===== config.mk =====
export PLATFORM = sky130hd
export DESIGN_NAME = imem_uart_loader
export DESIGN_NICKNAME = d
export VERILOG_FILES = /design/src/rtl/imem_uart_loader.sv
export SDC_FILE = /design/constraint.sdc
export NUM_CORES = 1
export LEC_CHECK = 0
export ABC_AREA = 1
export ABC_CLOCK_PERIOD_IN_PS = 3900
export BUFFER_PORTS_ARGS = -buffer_cell sky130_fd_sc_hd__buf_2
export CORE_UTILIZATION = 45
export CTS_BUF_LIST = sky130_fd_sc_hd__clkbuf_4 sky130_fd_sc_hd__clkbuf_8 sky130_fd_sc_hd__clkbuf_16
export DETAILED_ROUTE_END_ITERATION = 12
export PLACE_DENSITY = 0.71
export SYNTH_ARGS = -nofsm -noshare
export SYNTH_HDL_FRONTEND = slang
export SYNTH_SLANG_ARGS = --single-unit

===== constraint.sdc =====
create_clock -name clk -period 3.9 [get_ports clk]
set_clock_uncertainty 0.2 [all_clocks]
set_input_delay 0.39 -clock clk [delete_from_list [all_inputs] [get_ports clk]]
set_output_delay 0.39 -clock clk [all_outputs]
set_load 0.02 [all_outputs]

===== src/rtl/imem_uart_loader.sv =====
// Boots instruction memory from a UART frame (A5, N lo/hi, N LE words[, XOR checksum if LOADER_CHECKSUM_EN]).
// Latency: one imem write the cycle after each word's last stop sample; done/error are sticky.
// No backpressure: the serial line cannot be stalled, so every received byte is consumed or ignored.
module imem_uart_loader #(
    parameter int CLKS_PER_BIT = 868,
    parameter int ADDR_WIDTH   = 14
) (
    input  logic                  clk,
    input  logic                  rst,
    input  logic                  uart_rx,
    output logic                  imem_we,
    output logic [ADDR_WIDTH-1:0] imem_addr,
    output logic [31:0]           imem_wdata,
    output logic                  cpu_hold,
    output logic                  done,
    output logic                  error
);

    localparam int CW = $clog2(CLKS_PER_BIT + 1);
    localparam logic [CW-1:0] BIT_END  = CW'(CLKS_PER_BIT - 1);
    localparam logic [CW-1:0] HALF_END = CW'(CLKS_PER_BIT / 2 - 1);
    localparam logic [32:0]   MAX_WORDS = 33'(1) << ADDR_WIDTH;

    typedef enum logic [2:0] {
        IDLE, LEN_LO, LEN_HI, DATA,
`ifdef LOADER_CHECKSUM_EN
        CHK,
`endif
        DONE, ERR
    } state_t;

`ifdef LOADER_CHECKSUM_EN
    localparam state_t PAYLOAD_END = CHK;
`else
    localparam state_t PAYLOAD_END = DONE;
`endif

    logic          rx_s1, rx_s2, rx_d;
    logic          rx_busy;
    logic [3:0]    rx_bit;
    logic [CW-1:0] rx_cnt;
    logic [7:0]    rx_shift;
    logic          byte_vld, frame_err;

    state_t                state, state_nx;
    logic [7:0]            len_lo;
    logic [15:0]           n_len, words_left;
    logic [1:0]            byte_idx;
    logic [23:0]           wbuf;
    logic [ADDR_WIDTH-1:0] addr_ptr;
`ifdef LOADER_CHECKSUM_EN
    logic [7:0]            chk_x;
`endif

    assign n_len = {rx_shift, len_lo};

    // rx_bit 0 is the start bit (checked at half period), 1..8 data, 9 stop.
    always_ff @(posedge clk) begin
        if (rst) begin
            rx_s1     <= 1'b1;
            rx_s2     <= 1'b1;
            rx_d      <= 1'b1;
            rx_busy   <= 1'b0;
            rx_bit    <= 4'd0;
            rx_cnt    <= '0;
            rx_shift  <= 8'd0;
            byte_vld  <= 1'b0;
            frame_err <= 1'b0;
        end else begin
            rx_s1     <= uart_rx;
            rx_s2     <= rx_s1;
            rx_d      <= rx_s2;
            byte_vld  <= 1'b0;
            frame_err <= 1'b0;
            if (!rx_busy) begin
                if (rx_d && !rx_s2) begin
                    rx_busy <= 1'b1;
                    rx_bit  <= 4'd0;
                    rx_cnt  <= '0;
                end
            end else if (rx_bit == 4'd0) begin
                if (rx_cnt == HALF_END) begin
                    rx_cnt <= '0;
                    if (rx_s2) rx_busy <= 1'b0;
                    else       rx_bit  <= 4'd1;
                end else begin
                    rx_cnt <= rx_cnt + CW'(1);
                end
            end else if (rx_cnt != BIT_END) begin
                rx_cnt <= rx_cnt + CW'(1);
            end else begin
                rx_cnt <= '0;
                if (rx_bit == 4'd9) begin
                    rx_busy   <= 1'b0;
                    byte_vld  <= 1'b1;
                    frame_err <= !rx_s2;
                end else begin
                    rx_shift <= {rx_s2, rx_shift[7:1]};
                    rx_bit   <= rx_bit + 4'd1;
                end
            end
        end
    end

    always_ff @(posedge clk) begin
        if (rst) state <= IDLE;
        else     state <= state_nx;
    end

    always_comb begin
        state_nx = state;
        if (byte_vld && frame_err && state != DONE && state != ERR) begin
            state_nx = ERR;
        end else if (byte_vld) begin
            case (state)
                IDLE:   if (rx_shift == 8'hA5) state_nx = LEN_LO;
                LEN_LO: state_nx = LEN_HI;
                LEN_HI: begin
                    if ({17'd0, n_len} > MAX_WORDS) state_nx = ERR;
                    else if (n_len == 16'd0)        state_nx = PAYLOAD_END;
                    else                            state_nx = DATA;
                end
                DATA:   if (byte_idx == 2'd3 && words_left == 16'd1) state_nx = PAYLOAD_END;
`ifdef LOADER_CHECKSUM_EN
                CHK:    state_nx = (rx_shift == chk_x) ? DONE : ERR;
`endif
                default: state_nx = state;
            endcase
        end
    end

    always_comb begin
        cpu_hold = (state != DONE);
        done     = (state == DONE);
        error    = (state == ERR);
    end

    // Bytes accumulate LSB-first in wbuf; the 4th byte completes the word directly into imem_wdata.
    always_ff @(posedge clk) begin
        if (rst) begin
            len_lo     <= 8'd0;
            words_left <= 16'd0;
            byte_idx   <= 2'd0;
            wbuf       <= 24'd0;
            addr_ptr   <= '0;
            imem_we    <= 1'b0;
            imem_addr  <= '0;
            imem_wdata <= 32'd0;
`ifdef LOADER_CHECKSUM_EN
            chk_x      <= 8'd0;
`endif
        end else begin
            imem_we <= 1'b0;
            if (byte_vld && !frame_err) begin
                case (state)
                    LEN_LO: len_lo <= rx_shift;
                    LEN_HI: begin
                        words_left <= n_len;
                        byte_idx   <= 2'd0;
                        addr_ptr   <= '0;
                    end
                    DATA: begin
                        byte_idx <= byte_idx + 2'd1;
`ifdef LOADER_CHECKSUM_EN
                        chk_x    <= chk_x ^ rx_shift;
`endif
                        if (byte_idx == 2'd3) begin
                            imem_we    <= 1'b1;
                            imem_wdata <= {rx_shift, wbuf};
                            imem_addr  <= addr_ptr;
                            addr_ptr   <= addr_ptr + ADDR_WIDTH'(1);
                            words_left <= words_left - 16'd1;
                        end else begin
                            wbuf <= {rx_shift, wbuf[23:8]};
                        end
                    end
                    default: ;
                endcase
            end
        end
    end

endmodule


==> flow_summary.json, run 1 <==
{
  "status": "finished, final reports clean",
  "clock-sinks": 142,
  "clkLatencyLatePin_ns": 0.42,
  "yosys.area.top_type_share_pct": 44.2,
  "cp.required_ns": 3.99,
  "async_flop_share_pct": 0,
  "p_per_area_nw_per_um2": 418,
  "start_kind": "register",
  "drt-total-wl_mm": 14.5,
  "root_buffer": "clkbuf_16",
  "ctsHoldBuffers": 1,
  "area_delta_synth_final_pct": 13.4,
  "ys_seq_elements": 142,
  "port_buffers": 52,
  "synth_cell_types": 43,
  "synth_simple_gate_area_share_pct": 28.6,
  "place_congestion": 0.832,
  "finalNonFillerCells": 1121,
  "hold_end": "rx_s2",
  "rsz0062_at_grt": "false",
  "setup_tns_ns": 0,
  "grt_max_degree": 46,
  "ir_worst_vdd_mv": 0.339,
  "p_clk_share_pct": 50.4,
  "path_class": "reg2reg",
  "reg2reg_depth": 8,
  "ctsResizeCount": 0,
  "synth_top_family_by_area": "simple AND/OR/NAND/NOR gates",
  "rows": 43,
  "slew_headroom_pct": 60.8,
  "comb_power_share_pct": 1.8,
  "grt_pass1_vias": 5092,
  "ys.flop_type": "dfxtp_1",
  "wl_per_cell_microns": 12.9,
  "crit_path_end_kind": "register",
  "cts_buffers": 17,
  "syn_area_per_cell_sq_um": 7.21,
  "dp_cells": 1088,
  "internal-power_w": 0.00236,
  "finalHoldViolCount": 0,
  "synth_xor_area_share_pct": 0.681,
  "syn_area_sq_um": 6430,
  "rrSetupSlack_ns": 1.28,
  "whs_ns": 0.211,
  "fin_crit_sh_pct": 67.2,
  "cap_violations": 0,
  "drcViolationCount": 0,
  "yosys_warnings": 0,
  "first_pass_iters": 6,
  "swShare_pct": 22.5,
  "via_count": 5738,
  "cp.arrival_ns": 2.71,
  "synth-compound-area-share_pct": 17.0,
  "startpoint": "state[2]",
  "max_freq_mhz": 382,
  "cts_htree_levels": 4,
  "synth_nets": 904,
  "seq_power_share_pct": 47.8,
  "nets": 940,
  "p_leak_nw": 3.06,
  "whs_path_depth": 1,
  "clock_path_buffers": 2,
  "synth_common_cells": "nor2_1, nand2_1, dfxtp_1, o21ai_0, a21oi_1",
  "grt_usage_pct": 20.3,
  "synth_top_cells_by_area": "dfxtp_1, nor2_1, nand2_1",
  "synth_cells": 892,
  "final_antenna_net_count": 0,
  "hp-class": "reg2reg",
  "synth_seq_area_share_pct": 44.2,
  "yosys.area.top_type": "dfxtp_1",
  "slew_violations": 0,
  "grt.overflow.total": 0,
  "period_minus_slack_ns": 2.62,
  "post_cts_buffers": 0,
  "fin_util_pct": 52.3,
  "pin_count": 53,
  "dieWidth_microns": 122,
  "first_iter_violations": 435,
  "setup_viol": 0,
  "coreArea_sq_um": 13900,
  "antenna_found_initial": 0,
  "synth_fa_ha_area_share_pct": 1.75,
  "vias_per_cell": 5.12,
  "n_antenna_cell": 0,
  "cts_tree": "built",
  "synth.area.mux_share_pct": 0,
  "total_switching_power_w": 0.000685,
  "dieHeight_microns": 122,
  "dp_hpwl_mm": 9.52,
  "clk_pin_slew_ns": 0.06,
  "min-delay-start": "rx_s1",
  "tightest_slew_ns": 0.587,
  "grt_pass1_wl_mm": 24.0,
  "timing.rr.end": "imem_addr[6]",
  "worstPathMaxFanout": 45,
  "drive_gt1_share_pct": 13.8,
  "yosysMostFrequentCell": "nor2_1",
  "die_area_sq_um": 14800,
  "synth_edf_count": 0,
  "timing.rr.start": "state[2]",
  "initial_core_util_pct": 46.2
}
-- worst max-delay path by stage --
stage                          to  slack, ns  depth (start not counted)
floorplan             rx_shift[7]       2.20                          8
global placement     imem_addr[5]       1.42                          8
detailed placement  imem_addr[10]       1.33                          8
CTS                  imem_addr[6]       1.28                          8
global route         imem_addr[6]       1.04                          8
finish               imem_addr[6]       1.28                          8
-- layer usage --
metal,GRT usage (%),share of wire (%),wire (microns),vias to the layer above
met5,0,0,0,-
met4,6.64,1.5,219,0
met3,4.49,4.1,589,20
met2,31.8,45,6480,140
met1,27.6,50,7220,2585
li1,-,-,-,2993
-- power groups by stage --
stage / Clock (W) / Sequential [W] / Combinational [W]
2_1_floorplan: 0 / 0.00149 / 0.0000403
3_3_place_gp: 0 / 0.00149 / 0.0000525
3_5_place_dp: 0 / 0.00149 / 0.0000528
4_1_cts: 0.00156 / 0.00146 / 0.0000538
5_1_grt: 0.00162 / 0.00146 / 0.0000606
6_report: 0.00153 / 0.00146 / 0.0000537
-- stage by stage --
step	power [W]	cell area [sq um]	setup WS [ns]
after global routing	0.00314	7290	1.04
after detailed placement	0.00154	6720	1.33
after floorplan	0.00153	6430	2.20
after CTS	0.00307	7290	1.28
after global placement	0.00154	6720	1.42
final	0.00304	7290	1.28
-- area by class of cell --
| class | count | area (sq um) |
|---|---|---|
| clock inverter | 13 | 116 |
| multi-input combinational | 639 | 3090 |
| timing repair buffer | 58 | 308 |
| fill | 1323 | 6640 |
| tap | 180 | 225 |
| clock buffer | 19 | 440 |
| sequential | 142 | 2840 |
| inverter | 70 | 269 |
-- sequential cells by signal, indices dropped and copies added (netlist names) --
name,cells
rx_d,1
rx_s1,1
byte_idx,2
imem_wdata,32
rx_busy,1
rx_s2,1
wbuf,24
len_lo,8
imem_addr,14
rx_cnt,10
addr_ptr,14
byte_vld,1
imem_we,1
state,3
rx_bit,4
words_left,16
frame_err,1
rx_shift,8
-- critical path, stage by stage, from the launching register on --
cell and delay [ns]:
dfxtp_1 0.55, nor2_8 0.10, nand2_4 0.11, nor2_4 0.05, nand2_2 0.40, clkinv_2 0.39, buf_4 0.38, o21ai_0 0.23
a21oi_1 0.07
-- placed cells by master (no fill, tap or decap), types with 4 or more instances in the layout --
| cell | count |
|---|---|
| buf_2 | 52 |
| nand3_1 | 47 |
| buf_4 | 5 |
| inv_2 | 6 |
| nand3b_1 | 6 |
| dfxtp_1 | 142 |
| nand4_1 | 11 |
| a21oi_2 | 4 |
| nand2_1 | 145 |
| xor2_1 | 5 |
| clkinv_2 | 5 |
| ha_1 | 9 |
| nand2_2 | 4 |
| nor2_1 | 178 |
| nor2_2 | 4 |
| a21oi_1 | 77 |
| inv_1 | 62 |
| nor2_4 | 4 |
| o21ai_0 | 105 |
| clkbuf_16 | 17 |
| nor3_1 | 10 |
| nor3_2 | 4 |
-- cell families (layout without fill, tap and decap cells) --
| kind of cell | after synthesis | in the layout |
|---|---|---|
| AO/OA/AOI/OAI | 203 | 203 |
| buffers and inverters | 111 | 160 |
| AND/OR/NAND/NOR | 422 | 422 |
| XOR/XNOR | 5 | 5 |
| flip-flops | 142 | 142 |
| adder cells (fa/ha/maj) | 9 | 9 |
Note: power is estimated with default switching activity, not from simulation.
==> run 2, diff against run 1 <==
--- a/config.mk
+++ b/config.mk
@@ -6,7 +6,7 @@
 export NUM_CORES = 1
 export LEC_CHECK = 0
 export ABC_AREA = 1
-export ABC_CLOCK_PERIOD_IN_PS = 3900
+export ABC_CLOCK_PERIOD_IN_PS = 2500
 export BUFFER_PORTS_ARGS = -buffer_cell sky130_fd_sc_hd__buf_2
 export CORE_UTILIZATION = 45
 export CTS_BUF_LIST = sky130_fd_sc_hd__clkbuf_4 sky130_fd_sc_hd__clkbuf_8 sky130_fd_sc_hd__clkbuf_16
==> constraint.sdc (replaced) <==
create_clock -name clk -period 2.5 [get_ports clk]
set_clock_uncertainty 0.2 [all_clocks]
set_input_delay 0.25 -clock clk [delete_from_list [all_inputs] [get_ports clk]]
set_output_delay 0.25 -clock clk [all_outputs]
set_load 0.02 [all_outputs]
==> flow_summary.json, run 2 (synthesis results as in run 1) <==
{
  "dieHeight_microns": 122,
  "largest_reg_flops": 32,
  "grt_pass1_wl_mm": 24.7,
  "drcViolationCount": 0,
  "cap_violations": 0,
  "path_class": "reg2reg",
  "status": "finished, final reports clean",
  "critPathTopFamily": "simple AND/OR/NAND/NOR gates",
  "drt-total-wl_mm": 14.5,
  "period_minus_slack_ns": 2.02,
  "fin_crit_sh_pct": 80.9,
  "hp-class": "in2reg",
  "clk_pin_slew_ns": 0.06,
  "final_antenna_net_count": 0,
  "tightest_slew_ns": 0.515,
  "initial_core_util_pct": 46.2,
  "p_leak_nw": 3.14,
  "final_cell_mix": "nor2_1, nand2_1, dfxtp_1",
  "first_iter_violations": 510,
  "die_area_sq_um": 14800,
  "whs_ns": 0.159,
  "cts_htree_levels": 4,
  "p_per_area_nw_per_um2": 682,
  "wl_per_cell_microns": 12.9,
  "rsz0062_at_grt": "false",
  "fillCellCount": 1314,
  "port_buffers": 52,
  "grt.met3_usage_pct": 4.03,
  "area_delta_synth_final_pct": 15.4,
  "dpl_cell_area_sq_um": 6780,
  "grt_max_degree": 65,
  "clock_path_buffers": 2,
  "top_register": "imem_wdata",
  "place_congestion": 0.856,
  "antenna_found_initial": 0,
  "reg_top3": "imem_wdata x32, wbuf x24, words_left x16",
  "worst-path-buf-inv": 2,
  "path_common_cell": "nand3_2",
  "via_count": 5798,
  "timing.rr.start": "byte_idx[0]",
  "grt_usage_pct": 20.8,
  "root_buffer": "clkbuf_16",
  "final_area_sq_um": 7420,
  "finalHoldViolCount": 0,
  "drive_gt1_share_pct": 14.4,
  "pin_count": 53,
  "cp.required_ns": 2.67,
  "cts_buffers": 17,
  "cts_tree": "built",
  "met2_usage_pct": 32.6,
  "start_kind": "register",
  "grt_pass1_vias": 5239,
  "clock-sinks": 142,
  "dp_hpwl_mm": 9.69,
  "dieWidth_microns": 122,
  "final_common_cell": "nor2_1",
  "crit_chain": "ha_1 -> inv_1 -> nand2_1 -> nand3_2 -> inv_2 -> nand3_2 -> o21ai_0 -> o211a_1",
  "max_freq_mhz": 494,
  "slowest_delay_ns": 0.36,
  "min-delay-start": "rst",
  "slew_headroom_pct": 65.6,
  "critical-path-slowest-cell": "dfxtp_1",
  "n_antenna_cell": 0,
  "rows": 43,
  "ir_worst_vdd_mv": 0.674,
  "setup_viol": 0,
  "first_pass_iters": 5,
  "coreArea_sq_um": 13900,
  "use_met1_pct": 28.3,
  "rrSetupSlack_ns": 0.48,
  "worstPathMaxFanout": 24,
  "nets": 946,
  "cp.arrival_ns": 2.20,
  "vias_per_cell": 5.14,
  "clkLatencyLatePin_ns": 0.42,
  "crit_path_end_kind": "register",
  "globalRoute.busiestLayer": "met2",
  "setup_tns_ns": 0,
  "grt.overflow.total": 0,
  "startpoint": "byte_idx[0]",
  "slew_violations": 0
}
[run 2: what timing repair did]
action / in CTS / in global routing
endpoints found under the hold margin: 1 / 0
endpoints found under the setup margin: 0 / 0
gates resized for setup: 0 / 0
hold buffers: 1 / 0
buffers inserted: 0 / 0
[run 2: cell type report]
type,count,area [sq um],share of cell area [%]
Multi-Input combinational cell,639,3090,41.6
Sequential cell,142,2840,38.3
Clock buffer,19,447,6.02
Timing Repair Buffer,64,365,4.92
Inverter,70,269,3.62
Tap cell,180,225,3.03
Clock inverter,13,186,2.51
[run 2: routing by layer]
layer | vias to the layer above | wire length (microns)
met4 | 0 | 231
met5 | - | 0
met1 | 2635 | 7220
li1 | 3002 | -
met3 | 21 | 550
met2 | 140 | 6490
[run 2: worst paths after layout]
kind         cells past startpoint          end
max reg2reg                      8  addr_ptr[4]
min                              4         rx_d
min reg2reg                      1        rx_s2
max                              8  addr_ptr[4]
[run 2: power by group]
part | internal, W | switching, W
combinational | 0.0000223 | 0.0000618
clock | 0.00171 | 0.000996
sequential | 0.00227 | 0.00000510
total | 0.00400 | 0.00106
[run 2: metrics by stage]
step / worst slack, ns / power (W) / util (%) / std cells
finish: 0.477 / 0.00507 / 53.3 / 1127
global route: 0.273 / 0.00520 / 53.3 / 1127
detailed placement: 0.526 / 0.00240 / 48.7 / 1094
floorplan: 0.805 / 0.00238 / - / 892
CTS: 0.502 / 0.00509 / 53.3 / 1127
global placement: 0.577 / 0.00241 / 48.7 / 1094
[run 2: tightest hold or removal path, stage by stage]
cell     delay, ns
buf_2         0.10
inv_2         0.05
buf_4         0.23
nand2_1       0.12
==> run 3, diff against run 2 <==
--- a/config.mk
+++ b/config.mk
@@ -6,7 +6,7 @@
 export NUM_CORES = 1
 export LEC_CHECK = 0
 export ABC_AREA = 1
-export ABC_CLOCK_PERIOD_IN_PS = 2500
+export ABC_CLOCK_PERIOD_IN_PS = 1950
 export BUFFER_PORTS_ARGS = -buffer_cell sky130_fd_sc_hd__buf_2
 export CORE_UTILIZATION = 45
 export CTS_BUF_LIST = sky130_fd_sc_hd__clkbuf_4 sky130_fd_sc_hd__clkbuf_8 sky130_fd_sc_hd__clkbuf_16
==> constraint.sdc (replaced) <==
create_clock -name clk -period 1.95 [get_ports clk]
set_clock_uncertainty 0.2 [all_clocks]
set_input_delay 0.195 -clock clk [delete_from_list [all_inputs] [get_ports clk]]
set_output_delay 0.195 -clock clk [all_outputs]
set_load 0.02 [all_outputs]
==> flow_summary.json, run 3 (synthesis results as in run 1) <==
{
  "detailedPlace.worstSlack_ns": 0.101,
  "hp-class": "reg2reg",
  "cap_violations": 0,
  "largest_reg_flops": 32,
  "root_buffer": "clkbuf_16",
  "slew_headroom_pct": 68.1,
  "final_antenna_net_count": 0,
  "grt_pass1_wl_mm": 24.4,
  "crit_chain": "buf_4 -> nand3_1 -> inv_1 -> buf_2",
  "slew_violations": 0,
  "reg2reg_depth": 8,
  "whs_path_depth": 1,
  "grt_usage_pct": 20.9,
  "initial_core_util_pct": 46.2,
  "p_per_area_nw_per_um2": 844,
  "drcViolationCount": 0,
  "rrSetupSlack_ns": 0.11,
  "crit_path_end_kind": "output pin",
  "max_freq_mhz": 541,
  "n_antenna_cell": 0,
  "hold_end": "rx_s2",
  "first_pass_iters": 5,
  "start_kind": "register",
  "timing.rr.start": "state[1]",
  "grt_pass1_vias": 5133,
  "reg_top3": "imem_wdata x32, wbuf x24, words_left x16",
  "top_register": "imem_wdata",
  "die_area_sq_um": 14800,
  "dp_hpwl_mm": 9.99,
  "fin_crit_sh_pct": 94.9,
  "clock_path_buffers": 2,
  "dpl_cell_area_sq_um": 6950,
  "cts_buffers": 17,
  "vias_per_cell": 5.10,
  "cp.required_ns": 1.55,
  "critical-path-slowest-cell": "dfxtp_1",
  "final_common_cell": "nor2_1",
  "cp.arrival_ns": 1.45,
  "cts_htree_levels": 4,
  "via_count": 5864,
  "rsz0062_at_grt": "false",
  "place_congestion": 0.887,
  "dieHeight_microns": 122,
  "final_area_sq_um": 7670,
  "tightest_slew_ns": 0.477,
  "grt.overflow.total": 0,
  "min-delay-start": "rx_s1",
  "antenna_found_initial": 0,
  "pin_count": 53,
  "worstPathMaxFanout": 6,
  "nets": 970,
  "setup_viol": 0,
  "drive_gt1_share_pct": 17.3,
  "setup_tns_ns": 0,
  "dieWidth_microns": 122,
  "ir_worst_vdd_mv": 0.653,
  "clk_pin_slew_ns": 0.06,
  "fin_ws_ns": 0.100,
  "first_iter_violations": 456,
  "timing.rr.end": "imem_wdata[22]",
  "coreArea_sq_um": 13900,
  "wl_per_cell_microns": 12.7,
  "cts_tree": "built",
  "path_class": "reg2out",
  "rows": 43,
  "drt-total-wl_mm": 14.6,
  "p_leak_nw": 3.27,
  "grt_max_degree": 49,
  "clkLatencyLatePin_ns": 0.42,
  "final_cell_mix": "nor2_1, nand2_1, dfxtp_1",
  "finalHoldViolCount": 0,
  "status": "finished, final reports clean",
  "port_buffers": 52,
  "slowest_delay_ns": 0.48,
  "area_delta_synth_final_pct": 19.2,
  "clock-sinks": 142,
  "period_minus_slack_ns": 1.85
}
run 3: cell count changes in the layout (fill, tap and decap cells not counted), moves of 3 or more:
cell / before / now
dfxtp_1: 142 / 139
clkinv_2: 4 / 0
dfxtp_2: 0 / 3
nor2_2: 4 / 7
buf_4: 10 / 31
nor2_1: 178 / 175
run 3: critical path, delay by kind of cell (launching register included):
| kind | cells | cell delay, ns |
|---|---|---|
| simple gates | 1 | 0.12 |
| flops | 1 | 0.48 |
| buf+inv | 3 | 0.43 |
run 3: per-layer routing:
metal	track usage (%)	share of wire [%]	vias up
met5	0	0	-
met4	9.34	2.4	0
met3	4.92	4.6	26
met2	32.0	45	153
met1	27.8	48	2636
li1	-	-	3049
run 3: worst max path at each step:
stage,startpoint,endpoint,slack (ns),depth (start not counted)
6_report,state[2],error,0.10,4
5_1_grt,byte_idx[0],addr_ptr[7],0.002,9
4_1_cts,state[2],error,0.08,4
2_1_floorplan,rx_cnt[0],rx_shift[7],0.25,8
3_5_place_dp,rx_bit[0],rx_bit[1],0.10,10
3_3_place_gp,byte_idx[0],words_left[5],0.12,8
run 3: cell type report:
cell class                 instances  area [sq um]
clock buffer                      21           468
clock inverter                     9           160
fill                            1280          6270
inverter                          70           270
multi-input combinational        639          3130
sequential                       142          2850
tap                              180           225
timing repair buffer              88           573
run 3: per-stage QoR:
stage / std cells / hold slack [ns] / power, W / util, %
after floorplan: 892 / 0.0988 / 0.00306 / -
after global placement: 1113 / 0.183 / 0.00309 / 49.9
after detailed placement: 1113 / 0.180 / 0.00309 / 49.9
after CTS: 1145 / 0.209 / 0.00653 / 54.5
after global routing: 1149 / 0.223 / 0.00666 / 55.0
final: 1149 / 0.208 / 0.00647 / 55.0
run 3: timing repair:
item                       CTS  global route
hold buffers                 2             0
setup buffers                0             4
gates resized for setup      0            16
setup endpoints to repair    0            17
hold endpoints to repair     3             0
run 3: power breakdown:
part / internal, W / switching [W]
clock network: 0.00223 / 0.00121
logic: 0.0000362 / 0.0000834
registers: 0.00291 / 0.00000406
